$ cat src/rtl/piso_serial_tx.sv
// Framed parallel-in/serial-out transmitter: start bit, WIDTH data bits LSB first, stop bit(s).
// Optional even-parity bit after the data is enabled by defining PISO_SERIAL_TX_PARITY_EN.
module piso_serial_tx #(
    parameter int unsigned WIDTH      = 8,
    parameter int unsigned BIT_CYCLES = 1,
    parameter int unsigned STOP_BITS  = 1
) (
    input  logic             clk,
    input  logic             rst,
    input  logic [WIDTH-1:0] din,
    input  logic             load,
    output logic             ready,
    output logic             busy,
    output logic             sout,
    output logic             done
);

    localparam int unsigned CW = (BIT_CYCLES > 1) ? $clog2(BIT_CYCLES) : 1;
    localparam int unsigned BW = $clog2(WIDTH + 1);

    localparam logic [CW-1:0] CycLast  = CW'(BIT_CYCLES - 1);
    localparam logic [BW-1:0] DataLast = BW'(WIDTH - 1);
    localparam logic [BW-1:0] StopLast = BW'(STOP_BITS - 1);

    localparam logic [2:0] StIdle   = 3'd0;
    localparam logic [2:0] StStart  = 3'd1;
    localparam logic [2:0] StData   = 3'd2;
`ifdef PISO_SERIAL_TX_PARITY_EN
    localparam logic [2:0] StParity = 3'd3;
`endif
    localparam logic [2:0] StStop   = 3'd4;

    logic [2:0]       state_q, state_d;
    logic [WIDTH-1:0] shreg_q, shreg_d;
    logic [CW-1:0]    cyc_q, cyc_d;
    logic [BW-1:0]    bit_q, bit_d;
    logic             sout_q, sout_d;
    logic             done_q, done_d;
    logic             bit_end;
`ifdef PISO_SERIAL_TX_PARITY_EN
    logic             par_q, par_d;
`endif

    assign bit_end = (cyc_q == CycLast);

    always_comb begin
        state_d = state_q;
        shreg_d = shreg_q;
        bit_d   = bit_q;
`ifdef PISO_SERIAL_TX_PARITY_EN
        par_d   = par_q;
`endif
        case (state_q)
            StIdle: begin
                if (load) begin
                    shreg_d = din;
                    state_d = StStart;
`ifdef PISO_SERIAL_TX_PARITY_EN
                    par_d   = ^din;
`endif
                end
            end
            StStart: begin
                if (bit_end) state_d = StData;
            end
            StData: begin
                if (bit_end) begin
                    shreg_d = shreg_q >> 1;
                    bit_d   = bit_q + 1'b1;
                    if (bit_q == DataLast) begin
`ifdef PISO_SERIAL_TX_PARITY_EN
                        state_d = StParity;
`else
                        state_d = StStop;
`endif
                    end
                end
            end
`ifdef PISO_SERIAL_TX_PARITY_EN
            StParity: begin
                if (bit_end) state_d = StStop;
            end
`endif
            StStop: begin
                // bit_q counts stop bits here; it was cleared on entry
                if (bit_end) begin
                    bit_d = bit_q + 1'b1;
                    if (bit_q == StopLast) state_d = StIdle;
                end
            end
            default: state_d = StIdle;
        endcase

        if (state_d != state_q) bit_d = '0;

        if (state_q == StIdle || state_d != state_q || bit_end) begin
            cyc_d = '0;
        end else begin
            cyc_d = cyc_q + 1'b1;
        end

        // Registered line value follows the state being entered, so sout lines up with state_q
        case (state_d)
            StStart:  sout_d = 1'b0;
            StData:   sout_d = shreg_d[0];
`ifdef PISO_SERIAL_TX_PARITY_EN
            StParity: sout_d = par_d;
`endif
            default:  sout_d = 1'b1;
        endcase

        done_d = (state_q != StIdle) && (state_d == StIdle);
    end

    always_ff @(posedge clk or posedge rst) begin
        if (rst) begin
            state_q <= StIdle;
            shreg_q <= '0;
            cyc_q   <= '0;
            bit_q   <= '0;
            sout_q  <= 1'b1;
            done_q  <= 1'b0;
        end else begin
            state_q <= state_d;
            shreg_q <= shreg_d;
            cyc_q   <= cyc_d;
            bit_q   <= bit_d;
            sout_q  <= sout_d;
            done_q  <= done_d;
        end
    end

`ifdef PISO_SERIAL_TX_PARITY_EN
    always_ff @(posedge clk or posedge rst) begin
        if (rst) begin
            par_q <= 1'b0;
        end else begin
            par_q <= par_d;
        end
    end
`endif

    assign ready = (state_q == StIdle);
    assign busy  = ~ready;
    assign sout  = sout_q;
    assign done  = done_q;

endmodule

$ cat config.mk
export PLATFORM = sky130hd
export DESIGN_NAME = piso_serial_tx
export DESIGN_NICKNAME = d
export VERILOG_FILES = /design/src/rtl/piso_serial_tx.sv
export SDC_FILE = /design/constraint.sdc
export NUM_CORES = 1
export LEC_CHECK = 0
export CORE_UTILIZATION = 25
export DETAILED_ROUTE_END_ITERATION = 7
export HOLD_SLACK_MARGIN = 0.12
export PLACE_DENSITY = 0.52
export SETUP_SLACK_MARGIN = 0.2
export SLEW_MARGIN = 30
export SYNTH_ARGS = -nofsm -noshare
export SYNTH_HDL_FRONTEND = slang
export SYNTH_SLANG_ARGS = --single-unit
$ cat constraint.sdc
create_clock -name clk -period 2 [get_ports clk]
set_clock_uncertainty 0.05 [all_clocks]
set_input_delay 0.6 -clock clk [delete_from_list [all_inputs] [get_ports clk]]
set_output_delay 0.6 -clock clk [all_outputs]
set_load 0.02 [all_outputs]
======== After elaboration in Yosys (flattened, before gate mapping) ========
Cells that the tools add are included.
storage, ports and cells
  ROM bits ................................ 0
  bits in latches ......................... 0
  output and inout port bits .............. 4
  flip-flop bits (word level) ............. 18
  bits in writable memories ............... 0
  input port bits ......................... 11
  memories kept ........................... 0
cells by class
  $mul .................................... 0
  add/sub/neg operators ................... 2
  mux-type cells .......................... 15
  div/mod/pow operators ................... 0
  reduce and logical (&&, ||, !) cells .... 12
  magnitude comparators ................... 0
  bitwise logic cells ..................... 2
  equal/unequal tests ..................... 10
  shifts and indexed selects .............. 0
operators with widths
  cell                                                                    count
  3-bit 2-to-1 mux                                                        6
  8-bit 2-to-1 mux                                                        2
  8-bit case mux with 2 select lines                                      1
  4-bit 2-to-1 mux                                                        3
  3-bit case mux with 4 select lines                                      1
  3-bit by 1-bit equality test with 1-bit output (second input constant)  2
  3-bit by 2-bit equality test with 1-bit output (second input constant)  2
  3-bit zero test                                                         2
  4-bit by 1-bit adder with 4-bit output (second input constant)          1
  4-bit by 3-bit equality test with 1-bit output (second input constant)  1
  4-bit zero test                                                         1
  2-bit != test (second input constant)                                   2
  2-bit nonzero test                                                      2
  3-bit equality test (second input constant)                             1
  3-bit != test                                                           1
  3-bit AND reduction                                                     1
  3-bit nonzero test                                                      1
  1-bit logical OR                                                        2
  2-bit by 1-bit != test with 1-bit output (second input constant)        1
  1-bit NOT                                                               2
  1-bit case mux with 2 select lines                                      1
  2-bit AND reduction                                                     1
  2-bit OR reduction                                                      1
  1-bit adder (second input constant)                                     1
  other kinds (2)                                                         2

======== Depth between registers and ports, before layout ========
  depth in word-level cells ............... 8
  depth in mapped cells ................... 6
  mapped depth without buffers ............ 6

======== Worst setup path after synthesis ========
No wires, ideal clock.
  kind .................................... flip-flop to output port
  start point ............................. reg state_q[1]
  end point ............................... out ready
  required time ........................... 1.350 ns
  cell stages (with the launch flop) ...... 4
  setup slack ............................. 0.131 ns
  arrival ................................. 1.219 ns
  cell sequence ........................... dfrtp_1 -> buf_4 -> or3_1 -> inv_1
on the way
  cells in the longest elaborated chain, start to end .. 1
ends and longest elaborated chain
  what                    RTL line  source
  start, declared         33        logic [2:0] state_q, state_d;
  start signal, assigned  117       state_q <= StIdle;
  start signal, assigned  124       state_q <= state_d;
  3-bit zero test         143       assign ready = (state_q == StIdle);
  end, declared           12        output logic ready,
Every way passes these cells.

======== Final worst setup path ========
  start point ............................. reg state_q[2]
  end point ............................... out busy
on the way
  cells in the longest elaborated chain, start to end .. 2
ends and longest elaborated chain
  what             RTL line  source
  3-bit zero test  143
  1-bit NOT        144       assign busy = ~ready;
  end, declared    13        output logic busy,
Every way passes these cells.

==> flow_results.xml <==
<?xml version="1.0" encoding="UTF-8"?>
<metrics>
  <group name="die">
    <metric name="fp.dieH" unit="um">62.7</metric>
    <metric name="floorplan.die_area" unit="mm^2">0.00394</metric>
    <metric name="design.portCount" unit="">15</metric>
    <metric name="rows" unit="">21</metric>
    <metric name="floorplan.die.width" unit="um">62.7</metric>
    <metric name="start_util" unit="">0.268</metric>
    <metric name="core-area" unit="mm^2">0.00344</metric>
  </group>
  <group name="cts">
    <metric name="cts_made_buffers" unit="">3</metric>
    <metric name="cts_max_level" unit="">1</metric>
    <metric name="cts_tree" unit="">done</metric>
    <metric name="clk_pin_slew_worst_paths" unit="ps">70</metric>
    <metric name="cts_sinks" unit="">18</metric>
    <metric name="clk_latency" unit="ps">250</metric>
    <metric name="root_cell_of_the_clock_tree" unit="">sky130_fd_sc_hd__clkbuf_8</metric>
    <metric name="cts-root-to-sink-buffers" unit="">2</metric>
    <metric name="cts_hold_buffers" unit="">0</metric>
  </group>
  <group name="synth">
    <metric name="syn_avg_cell_area" unit="um^2">10.4</metric>
    <metric name="ys_dominant_reg_cell" unit="">sky130_fd_sc_hd__dfrtp_1</metric>
    <metric name="post_synth_instance_area" unit="um^2">922</metric>
    <metric name="postSynthNetCount" unit="">102</metric>
    <metric name="warnings_from_yosys" unit="">0</metric>
    <metric name="synth.ff_latch_count" unit="">18</metric>
    <metric name="synth_edf_count" unit="">0</metric>
    <metric name="synth.yosys.seq_area_share" unit="">0.490</metric>
    <metric name="synth_top_area_cell" unit="">sky130_fd_sc_hd__dfrtp_1</metric>
    <metric name="synth_async_sr_flop_share" unit="">1.00</metric>
    <metric name="yosys.area.top_type_share" unit="">0.461</metric>
    <metric name="netlist_top_cells_area" unit="">sky130_fd_sc_hd__dfrtp_1 (46%), sky130_fd_sc_hd__nand2_1 (6.5%), sky130_fd_sc_hd__nor4b_4 (5.2%), sky130_fd_sc_hd__a22oi_1 (4.9%), sky130_fd_sc_hd__nor3_1 (3.3%)</metric>
    <metric name="ys_types" unit="">31</metric>
    <metric name="syn-instance-count" unit="">89</metric>
  </group>
  <group name="timing">
    <metric name="rsz0062_at_grt" unit="">true</metric>
    <metric name="timing.fmax" unit="MHz">546</metric>
    <metric name="setup_tns" unit="ps">0</metric>
    <metric name="finalHoldViolCount" unit="">0</metric>
    <metric name="hold_slack" unit="ps">421</metric>
    <metric name="final.min_clock_period" unit="ps">1830</metric>
    <metric name="timing.final.max_slew_violations" unit="">0</metric>
    <metric name="final-setup-viol-count" unit="">0</metric>
    <metric name="fin_crit_sh" unit="">0.915</metric>
    <metric name="slack_of_the_critical_path" unit="ps">170</metric>
  </group>
  <group name="power">
    <metric name="combinationalPowerShare" unit="">0.449</metric>
    <metric name="swShare" unit="">0.363</metric>
    <metric name="power_density" unit="mW/mm^2">1210</metric>
    <metric name="design_power_total" unit="mW">1.47</metric>
    <metric name="peakVddDrop" unit="V">0.000295</metric>
    <metric name="leakage" unit="nW">0.553</metric>
    <metric name="power_switching" unit="uW">533</metric>
    <metric name="clockPowerShare" unit="">0.175</metric>
    <metric name="cell_internal_pwr" unit="uW">935</metric>
    <metric name="power.sequential.fraction" unit="">0.375</metric>
  </group>
  <group name="drt">
    <metric name="route.vias.total" unit="">679</metric>
    <metric name="routed_length_on_met3" unit="um">32</metric>
    <metric name="maxUsedRoutingLayer" unit="">met4</metric>
    <metric name="drt.antenna.violating_nets" unit="">0</metric>
    <metric name="remaining_drc_errors" unit="">0</metric>
    <metric name="drt_pass1_iterations" unit="">3</metric>
    <metric name="drt-wirelength-per-cell" unit="um">10.6</metric>
    <metric name="route.final.wire_length" unit="mm">1.68</metric>
    <metric name="drt_iter0_markers" unit="">10</metric>
    <metric name="viasPerCell" unit="">4.27</metric>
    <metric name="route.met2.wl" unit="um">784</metric>
    <metric name="wire_length_the_detailed_router_placed_on_met1" unit="um">818</metric>
  </group>
  <group name="finish">
    <metric name="final_design_area_no_fill" unit="mm^2">0.00121</metric>
    <metric name="nNetsFinal" unit="">127</metric>
    <metric name="finalCoreUtilization" unit="">0.352</metric>
    <metric name="syn_to_final_growth" unit="%">31.3</metric>
    <metric name="mostFrequentLayoutCells" unit="">sky130_fd_sc_hd__dfrtp_1 (17), sky130_fd_sc_hd__nand2_1 (16), sky130_fd_sc_hd__clkdlybuf4s50_1 (10), sky130_fd_sc_hd__buf_4 (10)</metric>
    <metric name="layout.cells.most_common" unit="">sky130_fd_sc_hd__dfrtp_1</metric>
    <metric name="n_antenna_cell" unit="">0</metric>
    <metric name="final_cells" unit="">159</metric>
    <metric name="final_layout_size_suffix_gt1_frac" unit="">0.212</metric>
  </group>
  <group name="worst_setup_path">
    <metric name="timing.reg2reg.setup_slack" unit="ps">290</metric>
    <metric name="cp_max_fo" unit="">2</metric>
    <metric name="timing.critical_path.to_type" unit="">primary output</metric>
    <metric name="critPathArrivalTime" unit="ps">1180</metric>
    <metric name="critical_path.reg2reg.endpoint" unit="">shreg_q[7]</metric>
    <metric name="worst_ep_required_time" unit="ps">1350</metric>
    <metric name="rr_startpoint" unit="">state_q[2]</metric>
    <metric name="cp-endpoint" unit="">busy</metric>
    <metric name="worst_setup_path_type" unit="">reg -&gt; out</metric>
    <metric name="crit_start" unit="">state_q[2]</metric>
    <metric name="r2r.worst_path.cells" unit="">7</metric>
    <metric name="startpoint_type" unit="">flop</metric>
  </group>
  <group name="placement">
    <metric name="post_placement_worst_setup_slack" unit="ps">-28.7</metric>
    <metric name="place_area" unit="mm^2">0.00115</metric>
    <metric name="dp_hpwl" unit="mm">1.25</metric>
    <metric name="dp_cells" unit="">153</metric>
    <metric name="port_buffers" unit="">14</metric>
    <metric name="gp_congestion" unit="">0.765</metric>
  </group>
  <group name="global_route">
    <metric name="gr-usage-all-layers" unit="">0.0970</metric>
    <metric name="global_route_wire_length_before_repair" unit="mm">2.91</metric>
    <metric name="number_of_global_route_vias_before_repair" unit="">679</metric>
    <metric name="grt_antenna_before_repair" unit="">0</metric>
    <metric name="overflow" unit="">0</metric>
    <metric name="maximum_number_of_pins_on_one_net_before_global_route_repair" unit="">19</metric>
  </group>
  <group name="run">
    <metric name="cap_viol_max_count" unit="">0</metric>
  </group>
  <group name="outcome">
    <metric name="outcome" unit="">complete, no violations</metric>
  </group>
  <group name="worst_hold_path">
    <metric name="timing.hold.worst.class" unit="">reg -&gt; reg</metric>
  </group>
</metrics>
-- metal layers --
metal	GRT usage	vias to the layer above
li1	-	354
met1	0.114	313
met2	0.154	10
met3	0.0128	2
met4	0.0872	0
met5	0	-
-- synth_stat cells (2+ instances only) --
cell type                  number
sky130_fd_sc_hd__a21oi_1        3
sky130_fd_sc_hd__a22oi_1        6
sky130_fd_sc_hd__buf_4          2
sky130_fd_sc_hd__dfrtp_1       17
sky130_fd_sc_hd__ha_1           2
sky130_fd_sc_hd__inv_1          5
sky130_fd_sc_hd__nand2_1       16
sky130_fd_sc_hd__nand2b_1       2
sky130_fd_sc_hd__nand3_1        3
sky130_fd_sc_hd__nor2_1         3
sky130_fd_sc_hd__nor2b_1        2
sky130_fd_sc_hd__nor3_1         6
sky130_fd_sc_hd__nor4b_4        2
sky130_fd_sc_hd__or3_1          2
sky130_fd_sc_hd__xor2_1         2
-- critical path: stages, from the launching register on --
cell	delay (ps)
sky130_fd_sc_hd__dfrtp_1	380
sky130_fd_sc_hd__or3_4	390
sky130_fd_sc_hd__buf_4	160
-- what timing repair did --
item	CTS	global route
gates resized for setup	10	4
endpoints found under the setup margin	4	3
endpoints found under the hold margin	0	0
setup buffers	1	1
-- sequential cells by signal (all words and copies together) (netlist names) --
name,cells
done,1
bit_q,4
shreg_q,8
sout,1
state_q,3
cyc_q,1
-- cell type report --
cell class / instances / area (um^2)
clock buffer: 4 / 45.0
fill: 367 / 2230
inverter: 5 / 18.8
multi-input combinational: 63 / 434
sequential: 18 / 452
tap: 46 / 57.6
timing repair buffer: 23 / 204
-- logic make-up (layout without fill, tap and decap cells) --
family	Yosys count	after routing	synth area share
xor+xnor	4	4	0.0461
mux	1	1	0.0109
flops	18	18	0.490
fa+ha+maj	2	2	0.0271
other cells	1	1	0.00407
simple gates	40	40	0.255
compound gates	15	15	0.118
buf+inv	8	32	0.0488
-- how the worst min path moves through the flow --
stage | slack, ps | cells past startpoint | end | start
global placement | 410 | 2 | shreg_q[0] | shreg_q[0]
finish | 420 | 2 | shreg_q[0] | shreg_q[0]
detailed placement | 410 | 2 | shreg_q[0] | shreg_q[0]
floorplan | 390 | 2 | shreg_q[0] | shreg_q[0]
global route | 440 | 2 | shreg_q[0] | shreg_q[0]
CTS | 430 | 2 | shreg_q[0] | shreg_q[0]
-- power by group through the flow --
stage	logic, mW	registers (mW)	clock network, mW
after detailed placement	0.669	0.560	0
final	0.660	0.551	0.257
after global placement	0.662	0.554	0
after floorplan	0.438	0.577	0
after global routing	0.731	0.567	0.284
after CTS	0.653	0.553	0.273
(Power assumes the default switching activity.)
==> variant (config.mk and constraints unchanged) <==
Set the parameter `WIDTH` to 4 (it was 8).
--- a/src/rtl/piso_serial_tx.sv
+++ b/src/rtl/piso_serial_tx.sv
@@ -1,7 +1,7 @@
 // Framed parallel-in/serial-out transmitter: start bit, WIDTH data bits LSB first, stop bit(s).
 // Optional even-parity bit after the data is enabled by defining PISO_SERIAL_TX_PARITY_EN.
 module piso_serial_tx #(
-    parameter int unsigned WIDTH      = 8,
+    parameter int unsigned WIDTH      = 4,
     parameter int unsigned BIT_CYCLES = 1,
     parameter int unsigned STOP_BITS  = 1
 ) (
Ports: changed (resized din); port bits go from 15 to 11. No check against the original RTL was run, so the function may have changed too.
==> variant against the original RTL <==
Count of clock-buffer cells in the layout shrank 1; non-clock buffer count down 3; combinational power down 14%; area after synthesis down 24%; die area fell by 24%; fmax down 6.4%; sequential cell count fell by 5; routed wire length is 16% lower; final area down 24%; power down 24%; setup slack worse by 0.12 ns; critical path depth increased by 1; critical path type unchanged; largest cell class unchanged.
==> variant: results (changes against the original RTL) <==
.. list-table::
   :header-rows: 1

   * - Metric
     - Value
   * - Maximum VDD drop
     - 0.000739 V (+150%)
   * - Plain + repair buffers
     - 20 (-13%)
   * - First-pass GRT wire length
     - 2.44 mm (-16%)
   * - Number of storage elements in the synthesis netlist
     - 13 (-5)
   * - Clock network fraction of total power
     - 14.5% (-3.0 points)
   * - Largest registers
     - shreg_q x4, bit_q x3, state_q x3
   * - Critical path data arrival time
     - 1.30 ns (+0.12 ns)
   * - Non-clk buf share
     - 19.5% (+2.6 points)
   * - Number of well taps
     - 30 (-35%)
   * - Setup slack after placement
     - -0.0856 ns (-0.0569 ns)
   * - Maximum number of pins on one net before global-route repair
     - 14 (-5)
   * - Vias in the first global route
     - 564 (-17%)
   * - Placed instance count
     - 117 (-24%)
   * - End of the worst hold path
     - shreg_q[3]$_DFFE_PP0P_
   * - Worst-case reg-to-reg path depth
     - 6 (-1)
   * - Worst setup path startpoint
     - state_q[0]$_DFF_PP0_
   * - Sum of met2 wire segment lengths after detailed routing
     - 679 µm (-13%)
   * - Largest cells by area after synthesis
     - sky130_fd_sc_hd__dfrtp_1 (43%), sky130_fd_sc_hd__ha_1 (5.4%), sky130_fd_sc_hd__inv_1 (5.4%)
   * - Avg Synthesized Cell Area
     - 9.70 µm² (-6.4%)
   * - First DRT Iteration DRCs
     - 17 (+7)
   * - Later-pin clock latency in the skew report
     - 0.28 ns (+0.03 ns)
   * - Net total in the final layout
     - 104 (-18%)
   * - Fraction of met3 tracks used by global routing
     - 5.00% (+3.7 points)
   * - Outcome
     - finished, final reports clean
   * - Number of gates resized after CTS
     - 14 (+4)
   * - Met2 usage in global routing
     - 21.3% (+5.9 points)
   * - Sequential share of cell area
     - 35.3% (-2.0 points)
   * - Worst hold slack
     - 0.461 ns (+0.0408 ns)
   * - Gp weighted congestion
     - 0.788 (+3.0%)
   * - Detailed Routing Iterations Pass 1
     - 4 (+1)
   * - Power per Cell Area
     - 1210 nW/µm² (-0.32%)
   * - GRT met1 Usage
     - 13.0% (+1.6 points)
   * - Average vias per placed instance
     - 4.64 (+8.7%)
   * - Net count after synthesis
     - 82 (-20%)
   * - Wire per inst
     - 11.5 µm (+8.8%)
   * - Gr usage total
     - 12.1% (+2.4 points)
   * - Cell types with the highest counts after synthesis
     - sky130_fd_sc_hd__dfrtp_1 (12), sky130_fd_sc_hd__inv_1 (10), sky130_fd_sc_hd__nor2_1 (7), sky130_fd_sc_hd__nand2_1 (6), sky130_fd_sc_hd__ha_1 (3)
   * - Sum of net half-perimeters after detailed placement
     - 1.03 mm (-18%)
   * - Number of multi-input combinational cells
     - 46 (-27%)
   * - Number of distinct library cells after synthesis
     - 32 (+3.2%)
   * - Layout filler cell count
     - 289 (-21%)
variant: cell count changes in the layout (fill, tap and decap cells not counted), sizes merged, moves of 2 or more:
| cell | before | now |
|---|---|---|
| o21ai | 0 | 2 |
| a22oi | 7 | 2 |
| xor2 | 3 | 0 |
| nand2 | 16 | 6 |
| inv | 5 | 10 |
| nor3 | 6 | 1 |
| nor4b | 3 | 0 |
| clkdlybuf4s50 | 10 | 6 |
| nor2 | 4 | 9 |
| dfrtp | 17 | 12 |
variant: cells by family after synthesis:
logic type | synth area share (%)
xor gates and xnor gates | 2.51
DFF | 46.8
muxes | 5.02
other | 0.537
adders and majority gates | 5.38
AOI/OAI and AO/OA | 12.5
and+or+nand+nor | 18.5
buffers and inverters | 8.78
variant: critical path, delay by kind of cell, from the launching register on:
family                 cells  cell delay, ns
and+or+nand+nor            1            0.40
buffers and inverters      2            0.25
DFF                        1            0.38
